$ cat config.mk
export PLATFORM = sky130hd
export DESIGN_NAME = hdmi_cfg_scheduler
export DESIGN_NICKNAME = d
export VERILOG_FILES = /design/src/rtl/hdmi_cfg_scheduler.sv
export SDC_FILE = /design/constraint.sdc
export NUM_CORES = 1
export LEC_CHECK = 0
export CAP_MARGIN = 15
export CORE_ASPECT_RATIO = 1.5
export CORE_UTILIZATION = 30
export DETAILED_ROUTE_END_ITERATION = 10
export GPL_TIMING_DRIVEN = 0
export PLACE_DENSITY = 0.59
export SYNTH_ARGS = -nofsm -noshare
export SYNTH_HDL_FRONTEND = slang
export SYNTH_SLANG_ARGS = --single-unit
$ cat constraint.sdc
create_clock -name clk -period 2 [get_ports clk]
set_input_delay 0.3 -clock clk [delete_from_list [all_inputs] [get_ports clk]]
set_output_delay 0.3 -clock clk [all_outputs]
set_load 0.005 [all_outputs]
$ cat src/rtl/hdmi_cfg_scheduler.sv
// Round-robin arbiter for the HDMI controller's single configuration port.
// Coalesces accepted writes and releases the last one as a strobe at vertical blanking start.
module hdmi_cfg_scheduler #(
  parameter int          NUM_REQ  = 2,
  parameter int          HA       = 640,
  parameter int          HMAX     = 800,
  parameter int          VA       = 480,
  parameter int          VMAX     = 525,
  parameter logic [31:0] CFG_INIT = 32'h0000_0001
) (
  input  logic                      clk,
  input  logic                      rstn,
  input  logic [NUM_REQ-1:0]        i_req_valid,
  input  logic [32*NUM_REQ-1:0]     i_req_data,
  output logic [NUM_REQ-1:0]        o_req_ready,
  input  logic [$clog2(HMAX)-1:0]   i_hcount,
  input  logic [$clog2(VMAX)-1:0]   i_vcount,
  output logic                      o_cfg_valid,
  output logic [31:0]               o_cfg_data,
  output logic                      o_pending,
  output logic [7:0]                o_apply_count
);

  localparam int HC_W  = $clog2(HMAX);
  localparam int VC_W  = $clog2(VMAX);
  localparam int PTR_W = (NUM_REQ > 1) ? $clog2(NUM_REQ) : 1;
  localparam logic [VC_W-1:0] APPLY_V = VC_W'(VA);
  localparam logic [HC_W-1:0] APPLY_H = '0;

  // A frame with no horizontal or vertical blanking has no safe apply point.
  if (NUM_REQ < 2 || NUM_REQ > 8 || HA >= HMAX || VA >= VMAX) begin : g_badParams
    $error("hdmi_cfg_scheduler: invalid parameter set");
  end

  typedef enum logic [1:0] {
    IDLE,
    PENDING,
    APPLY
  } state_t;

  state_t             r_state;
  state_t             w_nextState;
  logic [PTR_W-1:0]   r_rrPtr;
  logic [PTR_W-1:0]   w_grantIdx;
  logic [NUM_REQ-1:0] w_grant;
  logic               w_found;
  logic               w_applyPt;
  logic               w_blockGrant;
  logic               w_accept;
  logic [31:0]        w_reqWord;
  logic [31:0]        r_pendingData;
  logic [31:0]        r_cfgData;
  logic [7:0]         r_applyCount;

  function automatic logic [PTR_W-1:0] wrapIdx(input int v);
    return PTR_W'(v % NUM_REQ);
  endfunction

  assign w_applyPt    = (i_vcount == APPLY_V) && (i_hcount == APPLY_H);
  // No grant while the pending word is being released, so it cannot change under the strobe.
  assign w_blockGrant = (r_state == APPLY) || ((r_state == PENDING) && w_applyPt);
  assign w_accept     = |w_grant;
  assign w_reqWord    = i_req_data[32*int'(w_grantIdx) +: 32];

  assign o_req_ready   = w_grant;
  assign o_cfg_data    = r_cfgData;
  assign o_apply_count = r_applyCount;

  always_comb begin
    w_found    = 1'b0;
    w_grantIdx = r_rrPtr;
    w_grant    = '0;
    for (int i = 0; i < NUM_REQ; i++) begin
      if (!w_found && i_req_valid[wrapIdx(int'(r_rrPtr) + i)]) begin
        w_found    = 1'b1;
        w_grantIdx = wrapIdx(int'(r_rrPtr) + i);
      end
    end
    if (w_found && !w_blockGrant) begin
      w_grant[w_grantIdx] = 1'b1;
    end
  end

  always_ff @(posedge clk) begin
    if (!rstn) begin
      r_state <= IDLE;
    end else begin
      r_state <= w_nextState;
    end
  end

  always_comb begin
    w_nextState = r_state;
    o_cfg_valid = 1'b0;
    o_pending   = 1'b0;
    unique case (r_state)
      IDLE: begin
        if (w_accept) begin
          w_nextState = PENDING;
        end
      end
      PENDING: begin
        o_pending = 1'b1;
        if (w_applyPt) begin
          w_nextState = APPLY;
        end
      end
      APPLY: begin
        o_cfg_valid = 1'b1;
        w_nextState = IDLE;
      end
      default: w_nextState = IDLE;
    endcase
  end

  always_ff @(posedge clk) begin
    if (!rstn) begin
      r_rrPtr       <= '0;
      r_pendingData <= CFG_INIT;
      r_cfgData     <= CFG_INIT;
      r_applyCount  <= 8'd0;
    end else begin
      if (w_accept) begin
        r_pendingData <= w_reqWord;
        r_rrPtr       <= wrapIdx(int'(w_grantIdx) + 1);
      end
      if ((r_state == PENDING) && w_applyPt) begin
        r_cfgData    <= r_pendingData;
        r_applyCount <= r_applyCount + 8'd1;
      end
    end
  end

endmodule

======== Word-level counts from Yosys, hierarchy flattened ========
Index checks and enable logic that the tools add are counted.
word-level totals
  bits in registers ....................... 75
  input bits .............................. 88
  output and inout port bits .............. 44
  logic and storage cells ................. 45
operators by class
  $add $sub $neg .......................... 3
  magnitude comparators ................... 4
  equality and inequality tests ........... 5
  shifts and indexed selects .............. 1
  multiplexer cells ....................... 15
  reduce and logical (&&, ||, !) cells .... 12
operator list
  operator               number
  $shiftx A64 B7 Y32     1
  $eq A10 B9 Y1 const B  1
  $logic_not A10 Y1      1
  $mux W1                10
  $add A8 B1 Y8 const B  1
  $lt A1 B2 Y1 const B   3
  $mux W2                3
  $logic_and A1 B1 Y1    5
  $ne A2 B2 Y1 const B   2
  $pmux W2 S2            1
  $add A1 B1 Y1 const B  2
  $eq A2 B1 Y1 const B   1
  $eq A2 B2 Y1 const B   1
  $logic_not A1 Y1       2
  $logic_not A2 Y1       1
  $reduce_and A2 Y1      1
  $reduce_or A2 Y1       1
  $demux W1 S1           1
  $ge A1 B1 Y1 const B   1
  $logic_or A1 B1 Y1     1

======== Longest topological paths before layout ========
Gate-level depths: netlist of run 1.
  depth after elaboration ................. 14
  mapped depth ............................ 7
  mapped depth without buffers ............ 4

======== Worst setup path before layout of run 1 ========
OpenSTA, ideal clock, no wires.
  path type ............................... input to output
  from .................................... input port i_hcount[1]
  to ...................................... output port o_req_ready[0]
  arrival time ............................ 1,435 ps
  required time ........................... 1,700 ps
  path slack .............................. 265 ps
  cell stages on the path ................. 5
  buffers on the path ..................... 1
  cells stage by stage .................... nor4b_4 > nand3_1 > o21a_1 > clkbuf_1 > and2_1
on the way
  word-level cells in the longest chain between the ends .. 7
ends and longest elaborated chain
  what                 RTL line  source
  from (decl)          16        input logic [$clog2(HMAX)-1:0] i_hcount,
  $logic_not A10 Y1    59        assign w_applyPt = (i_vcount == APPLY_V) && (i_hcount == APPLY_H);
  $logic_and A1 B1 Y1  59
  $logic_and A1 B1 Y1  61        assign w_blockGrant = (r_state == APPLY) || ((r_state == PENDING) && w_applyPt);
  $logic_or A1 B1 Y1   61
  $logic_not A1 Y1     79        if (w_found && !w_blockGrant) begin
  $logic_and A1 B1 Y1  79
  $mux W2              79
  to (decl)            15        output logic [NUM_REQ-1:0] o_req_ready,
No other way between the ends.

======== Worst setup path after layout of run 1 ========
  from .................................... input port i_vcount[6]
  to ...................................... output port o_req_ready[0]
on the way
  word-level cells in the longest chain between the ends .. 7
ends and longest elaborated chain
  what                 RTL line  source
  from (decl)          17        input logic [$clog2(VMAX)-1:0] i_vcount,
  $eq A10 B9 Y1        59
  $logic_and A1 B1 Y1  59
  $logic_and A1 B1 Y1  61
  $logic_or A1 B1 Y1   61
  $logic_not A1 Y1     79
  $logic_and A1 B1 Y1  79
  $mux W2              79
No other way between the ends.

==> flow_metrics.tcl, run 1 <==
set metrics [dict create \
    synth-simple-area-share_pct 20.1 \
    synth_top_family_by_area "compound AO/OA/AOI/OAI gates" \
    gp_congestion 0.770 \
    clkLatencyLatePin_ns 0.34 \
    dieArea_um2 12700 \
    layout_setup_ws_ns 0.0446 \
    die_h_um 138 \
    muxShareOfSynthArea_pct 9.02 \
    first_iter_violations 147 \
    clk_pin_slew_ns 0.06 \
    end_kind "output port" \
    fin_skew_ns 0.00537 \
    hold_path.class "in2reg" \
    dp_hpwl_um 9060 \
    synth_edf_count 0 \
    setup_viol 0 \
    layout_commonest_cell "clkdlybuf4s50_1" \
    antenna_found_initial 0 \
    use_met1_pct 23.4 \
    vias 3924 \
    n_antenna_cell 0 \
    peakVddDrop_mv 0.419 \
    drc 0 \
    postRouteAntennaNets 0 \
    rows 49 \
    drt-wirelength-per-cell_um 17.2 \
    rsz0062_at_grt "false" \
    globalRouteMet2Util_pct 35.5 \
    rr_startpoint "r_state[0]" \
    synthAdderAreaFrac_pct 0.340 \
    cts_root_buf "clkbuf_16" \
    gr-usage-met3_pct 3.75 \
    final_core_util_pct 47.5 \
    routed_wl_um 12400 \
    hold_start "i_req_valid[0]" \
    synthFlopType "dfxtp_1" \
    layout_common_cells "clkdlybuf4s50_1 (111), dfxtp_1 (74), a21oi_1 (68)" \
    htree_levels 3 \
    fp.dieW_um 92.4 \
    fin_crit_ns 1.96 \
    fmax_mhz 511 \
    nets 652 \
    stdcell_count 721 \
    startpoint_type "primary input" \
    clock_path_buffers 2 \
    cts_tree "done" \
    io_pins 132 \
    n_fill_cell 1172 \
    synth_nets 504 \
    slew_headroom_pct 61.2 \
    p_total_uw 3890 \
    syn_inst 415 \
    drive_gt1_share_pct 10.7 \
    critical_path_class "in2out" \
    firstDrtPassIters 4 \
    pre_cts_ws_ns -1.09 \
    grt_usage_pct 19.9 \
    syn_area_um2 3680 \
    cts.sink_count 75 \
    grt_max_degree 14 \
    grt_pass1_vias 3907 \
    start_util_pct 30.8 \
    portBuffers 131 \
    grt_pass1_wl_um 19600 \
    overflow 0 \
    ys_types 32 \
    arrival_ns 1.66 \
    drt-vias-per-instance 5.44 \
    syn_avg_cell_area_um2 8.86 \
    maxCapViolations 0 \
    top_usage_layer "met2" \
    area_growth_pct 54.4 \
    hold_violations 0 \
    worstSetupStartpoint "i_vcount[6]" \
    synth_compound_area_share_pct 24.2 \
    postCtsHoldBufs 0 \
    yosysWarnings 0 \
    finalCritPeriodShare_pct 97.8 \
    finalMaxSlewViolations 0 \
    core_area_um2 12000 \
    finalSetupTns_ns 0 \
    synth_xor_area_share_pct 0 \
    cts_buffers 9 \
    status "complete, no violations" \
    cp_max_fo 3 \
    p_leak_uw 0.00201 \
    yosysSeqAreaShare_pct 40.8 \
    placed_cells 699 \
    critPathRequiredTime_ns 1.70 \
    tightest_slew_ns 0.582 \
    async_flop_share_pct 0 \
    p_per_area_nw_per_um2 685 \
    ys_ff_latch 75 \
]
==> layer usage <==
| metal | vias to the layer above | part of all wire (%) |
|---|---|---|
| li1 | 1908 | - |
| met1 | 1884 | 41 |
| met2 | 115 | 52 |
| met3 | 17 | 4.7 |
| met4 | 0 | 1.8 |
| met5 | - | 0 |
==> cell families (layout without fill, tap and decap cells) <==
group | Yosys count | in the layout
compound gates | 146 | 146
simple gates | 109 | 109
flops | 75 | 75
fa+ha+maj | 1 | 1
buf+inv | 51 | 204
mux | 33 | 33
==> worst max-delay path: stages <==
cell and delay, ns:
clkdlybuf4s50_1 0.48, nor4b_4 0.21, nand3_2 0.15, o21a_4 0.26, and2_4 0.16, buf_6 0.11
==> sequential cells by signal, summed over array words and instances, names as in the netlist <==
register	count
r_rrPtr	1
r_state	2
o_cfg_data	32
o_apply_count	8
r_pendingData	32
==> report_power, final <==
part	internal [uW]	leakage, uW	switching, uW
Clock	1090	0.000156	661
Sequential	1560	0.000614	46.2
Combinational	306	0.00124	229
Total	2950	0.00201	936
==> layout make-up <==
class	instances	area (um^2)	share of cell area, %
Buffer	44	210	3.70
Clock buffer	9	225	3.97
Clock inverter	7	91.3	1.61
Inverter	3	11.3	0.198
Multi-Input combinational cell	289	2080	36.6
Sequential cell	75	1500	26.5
Tap cell	153	191	3.37
Timing Repair Buffer	141	1370	24.1
==> final timing paths <==
check	slack (ns)	depth (start not counted)	endpoint
worst min-delay path	0.47	3	r_state[0]
worst min register to register	0.47	2	o_cfg_data[9]
worst max-delay path	0.04	6	o_req_ready[0]
worst max register to register	0.26	7	o_apply_count[4]
==> repair_timing <==
action | in CTS | in global routing
endpoints found under the hold margin | 0 | 0
endpoints found under the setup margin | 75 | 40
pin swaps | 8 | 4
gates resized for setup | 45 | 19
buffers inserted | 9 | 1
==> synth_stat cells (all sizes together) (2+ instances only) <==
master	instances	area (um^2)
o41ai	3	26.3
o31ai	3	22.5
nand2	3	11.3
or4	3	22.5
nor2	2	7.51
nor3	3	15.0
clkbuf	39	146
nor4b	6	82.6
nand4b	31	272
a21oi	69	349
dfxtp	75	1500
mux2i	32	320
inv	3	11.3
buf	9	45.0
nand3	43	215
o221ai	31	272
nand2b	5	31.3
o21ai	34	170
o311ai	3	26.3
nor2b	4	25.0
nor4	2	12.5
and3	4	25.0
==> per-stage QoR <==
step	instance area [um^2]	hold WS (ns)
after detailed placement	5180	0.452
final	5680	0.468
after floorplan	3680	0.417
after CTS	5620	0.473
after global routing	5680	0.481
after global placement	5180	0.454
Power figures use the tool's default switching activity.
==> run 2: changes to the inputs <==
--- a/config.mk
+++ b/config.mk
@@ -7,9 +7,9 @@
 export LEC_CHECK = 0
 export CAP_MARGIN = 15
 export CORE_ASPECT_RATIO = 1.5
+export CORE_MARGIN = 2
 export CORE_UTILIZATION = 30
 export DETAILED_ROUTE_END_ITERATION = 10
-export GPL_TIMING_DRIVEN = 0
 export PLACE_DENSITY = 0.59
 export SYNTH_ARGS = -nofsm -noshare
 export SYNTH_HDL_FRONTEND = slang
==> run 2 against run 1 <==
Worst hold slack better by 0.0053 ns. Total power down 3.9%. Core utilization fell by 0.57 points. Largest cell class unchanged.
==> flow_metrics.tcl, run 2 (synthesis gave the netlist of run 1 again) <==
set metrics [dict create \
    cp_max_fo 14 \
    grt_pass1_vias 3713 \
    critical_path_class "reg2out" \
    finalCritPeriodShare_pct 96.7 \
    cts.sink_count 75 \
    rsz0062_at_grt "false" \
    fp.dieW_um 94.4 \
    drive_gt1_share_pct 11.2 \
    peakVddDrop_mv 0.406 \
    r2r_setup_slack_ns 0.30 \
    worst-path-buf-inv 2 \
    postCtsHoldBufs 0 \
    setup_viol 0 \
    clock_path_buffers 2 \
    p_per_area_nw_per_um2 666 \
    firstDrtPassIters 4 \
    stdcell_count 699 \
    drc 0 \
    arrival_ns 1.63 \
    grt_usage_pct 18.6 \
    maxCapViolations 0 \
    area_growth_pct 52.5 \
    hold_path.class "reg2reg" \
    cts_tree "done" \
    tightest_slew_ns 0.599 \
    clk_pin_slew_ns 0.05 \
    placed_cells 683 \
    layout_commonest_cell "clkdlybuf4s50_1" \
    cts_root_buf "clkbuf_16" \
    clkLatencyLatePin_ns 0.34 \
    grt_max_degree 43 \
    die_h_um 140 \
    hold_start "o_cfg_data[23]" \
    critPathRequiredTime_ns 1.70 \
    crit_slowest_cell "clkdlybuf4s50_1" \
    fin_crit_ns 1.93 \
    layout_common_cells "clkdlybuf4s50_1 (109), dfxtp_1 (75), a21oi_1 (68)" \
    dp_hpwl_um 8270 \
    critical_path.cell_chain "nor2b_4 > buf_6 > clkdlybuf4s50_1" \
    final_core_util_pct 46.9 \
    p_total_uw 3740 \
    routed_wl_um 12200 \
    startpoint_type "flop" \
    io_pins 132 \
    dieArea_um2 13200 \
    core_area_um2 12000 \
    htree_levels 3 \
    overflow 0 \
    r2r_cells 5 \
    nets 631 \
    cts_buffers 9 \
    status "complete, no violations" \
    end_kind "output port" \
    antenna_found_initial 0 \
    drt-wirelength-per-cell_um 17.5 \
    postRouteAntennaNets 0 \
    fmax_mhz 517 \
    hold_violations 0 \
    fin_skew_ns 0.00593 \
    grt_pass1_wl_um 19100 \
    portBuffers 131 \
    min_to "o_cfg_data[23]" \
    finalMaxSlewViolations 0 \
    critPathMaxStageDelay_ns 0.53 \
    min_path_cells 2 \
    gp_congestion 0.761 \
    rows 49 \
    drt-vias-per-instance 5.53 \
    slew_headroom_pct 60.0 \
    start_util_pct 30.8 \
    rr_endpoint "r_pendingData[0]" \
    crit_family "buffers and inverters" \
    p_leak_uw 0.00202 \
    n_antenna_cell 0 \
    first_iter_violations 196 \
    rr_startpoint "r_state[1]" \
    vias 3863 \
]
-- run 2: cell types whose count changed in the layout (fill, tap and decap cells not counted), moves of 2 or more --
cell / change
clkbuf_1: -26
buf_4: +19
clkbuf_2: -6
clkbuf_4: -3
buf_12: +2
buf_2: -2
clkdlybuf4s50_1: -2
clkinv_2: -2
dlymetal6s2s_1: +2
-- run 2: cell type report --
class	count	area [um^2]
fillers	1152	6350
multi-input cells	289	2050
repair buffers	164	1560
flip-flops and latches	75	1500
clock buffers	13	260
well taps	153	191
clock inverters	2	35.0
inverters	3	11.3
-- run 2: worst max-delay path by stage --
| stage | startpoint | endpoint | slack (ns) | cells past startpoint |
|---|---|---|---|---|
| final | r_state[0] | o_pending | 0.07 | 3 |
| after global routing | r_state[0] | o_pending | 0.002 | 3 |
| after CTS | r_state[0] | o_pending | 0.03 | 3 |
| after detailed placement | i_vcount[2] | o_req_ready[0] | -0.47 | 6 |
| after global placement | i_vcount[2] | o_req_ready[0] | -0.46 | 6 |
| after floorplan | i_hcount[1] | o_req_ready[0] | 0.26 | 5 |
-- run 2: report_power, final --
group	internal [uW]	leakage (uW)	total, uW	switching (uW)
Clock	1030	0.000146	1610	589
Combinational	299	0.00127	523	224
Sequential	1560	0.000614	1600	42.5
Total	2880	0.00202	3740	856
-- run 2: metrics by stage --
stage / area [um^2] / hold WS, ns / TNS [ns] / setup slack [ns]
global route: 5610 / 0.489 / 0 / 0.00234
floorplan: 3680 / 0.417 / 0 / 0.265
detailed placement: 5280 / 0.470 / -21.70 / -0.475
global placement: 5280 / 0.462 / -20.33 / -0.462
finish: 5610 / 0.473 / 0 / 0.0670
CTS: 5590 / 0.477 / 0 / 0.0293
-- run 2: worst min-delay path, cell delays in order, from the launching register on --
cell and delay [ns]:
dfxtp_1 0.30, o21ai_0 0.06, a21oi_1 0.06
-- run 2: what timing repair did --
item	in CTS	in global routing
resized for setup	28	7
buffers inserted	1	0
setup endpoints to repair	11	21
pin swaps	9	4
-- run 2: routing by layer --
metal / vias to the layer above / GRT usage [%] / share of wire, %
met5: - / 0 / 0
met4: 0 / 9.23 / 2.8
met3: 24 / 3.19 / 6.5
met2: 165 / 31.1 / 52
met1: 1811 / 22.6 / 39
li1: 1863 / - / -
==> run 3: changes to the inputs <==
--- a/config.mk
+++ b/config.mk
@@ -11,6 +11,7 @@
 export CORE_UTILIZATION = 30
 export DETAILED_ROUTE_END_ITERATION = 10
 export PLACE_DENSITY = 0.59
+export SLEW_MARGIN = 20
 export SYNTH_ARGS = -nofsm -noshare
 export SYNTH_HDL_FRONTEND = slang
 export SYNTH_SLANG_ARGS = --single-unit
==> results of run 3 <==
The final DEF is identical to that of run 2; final timing and power are the same.
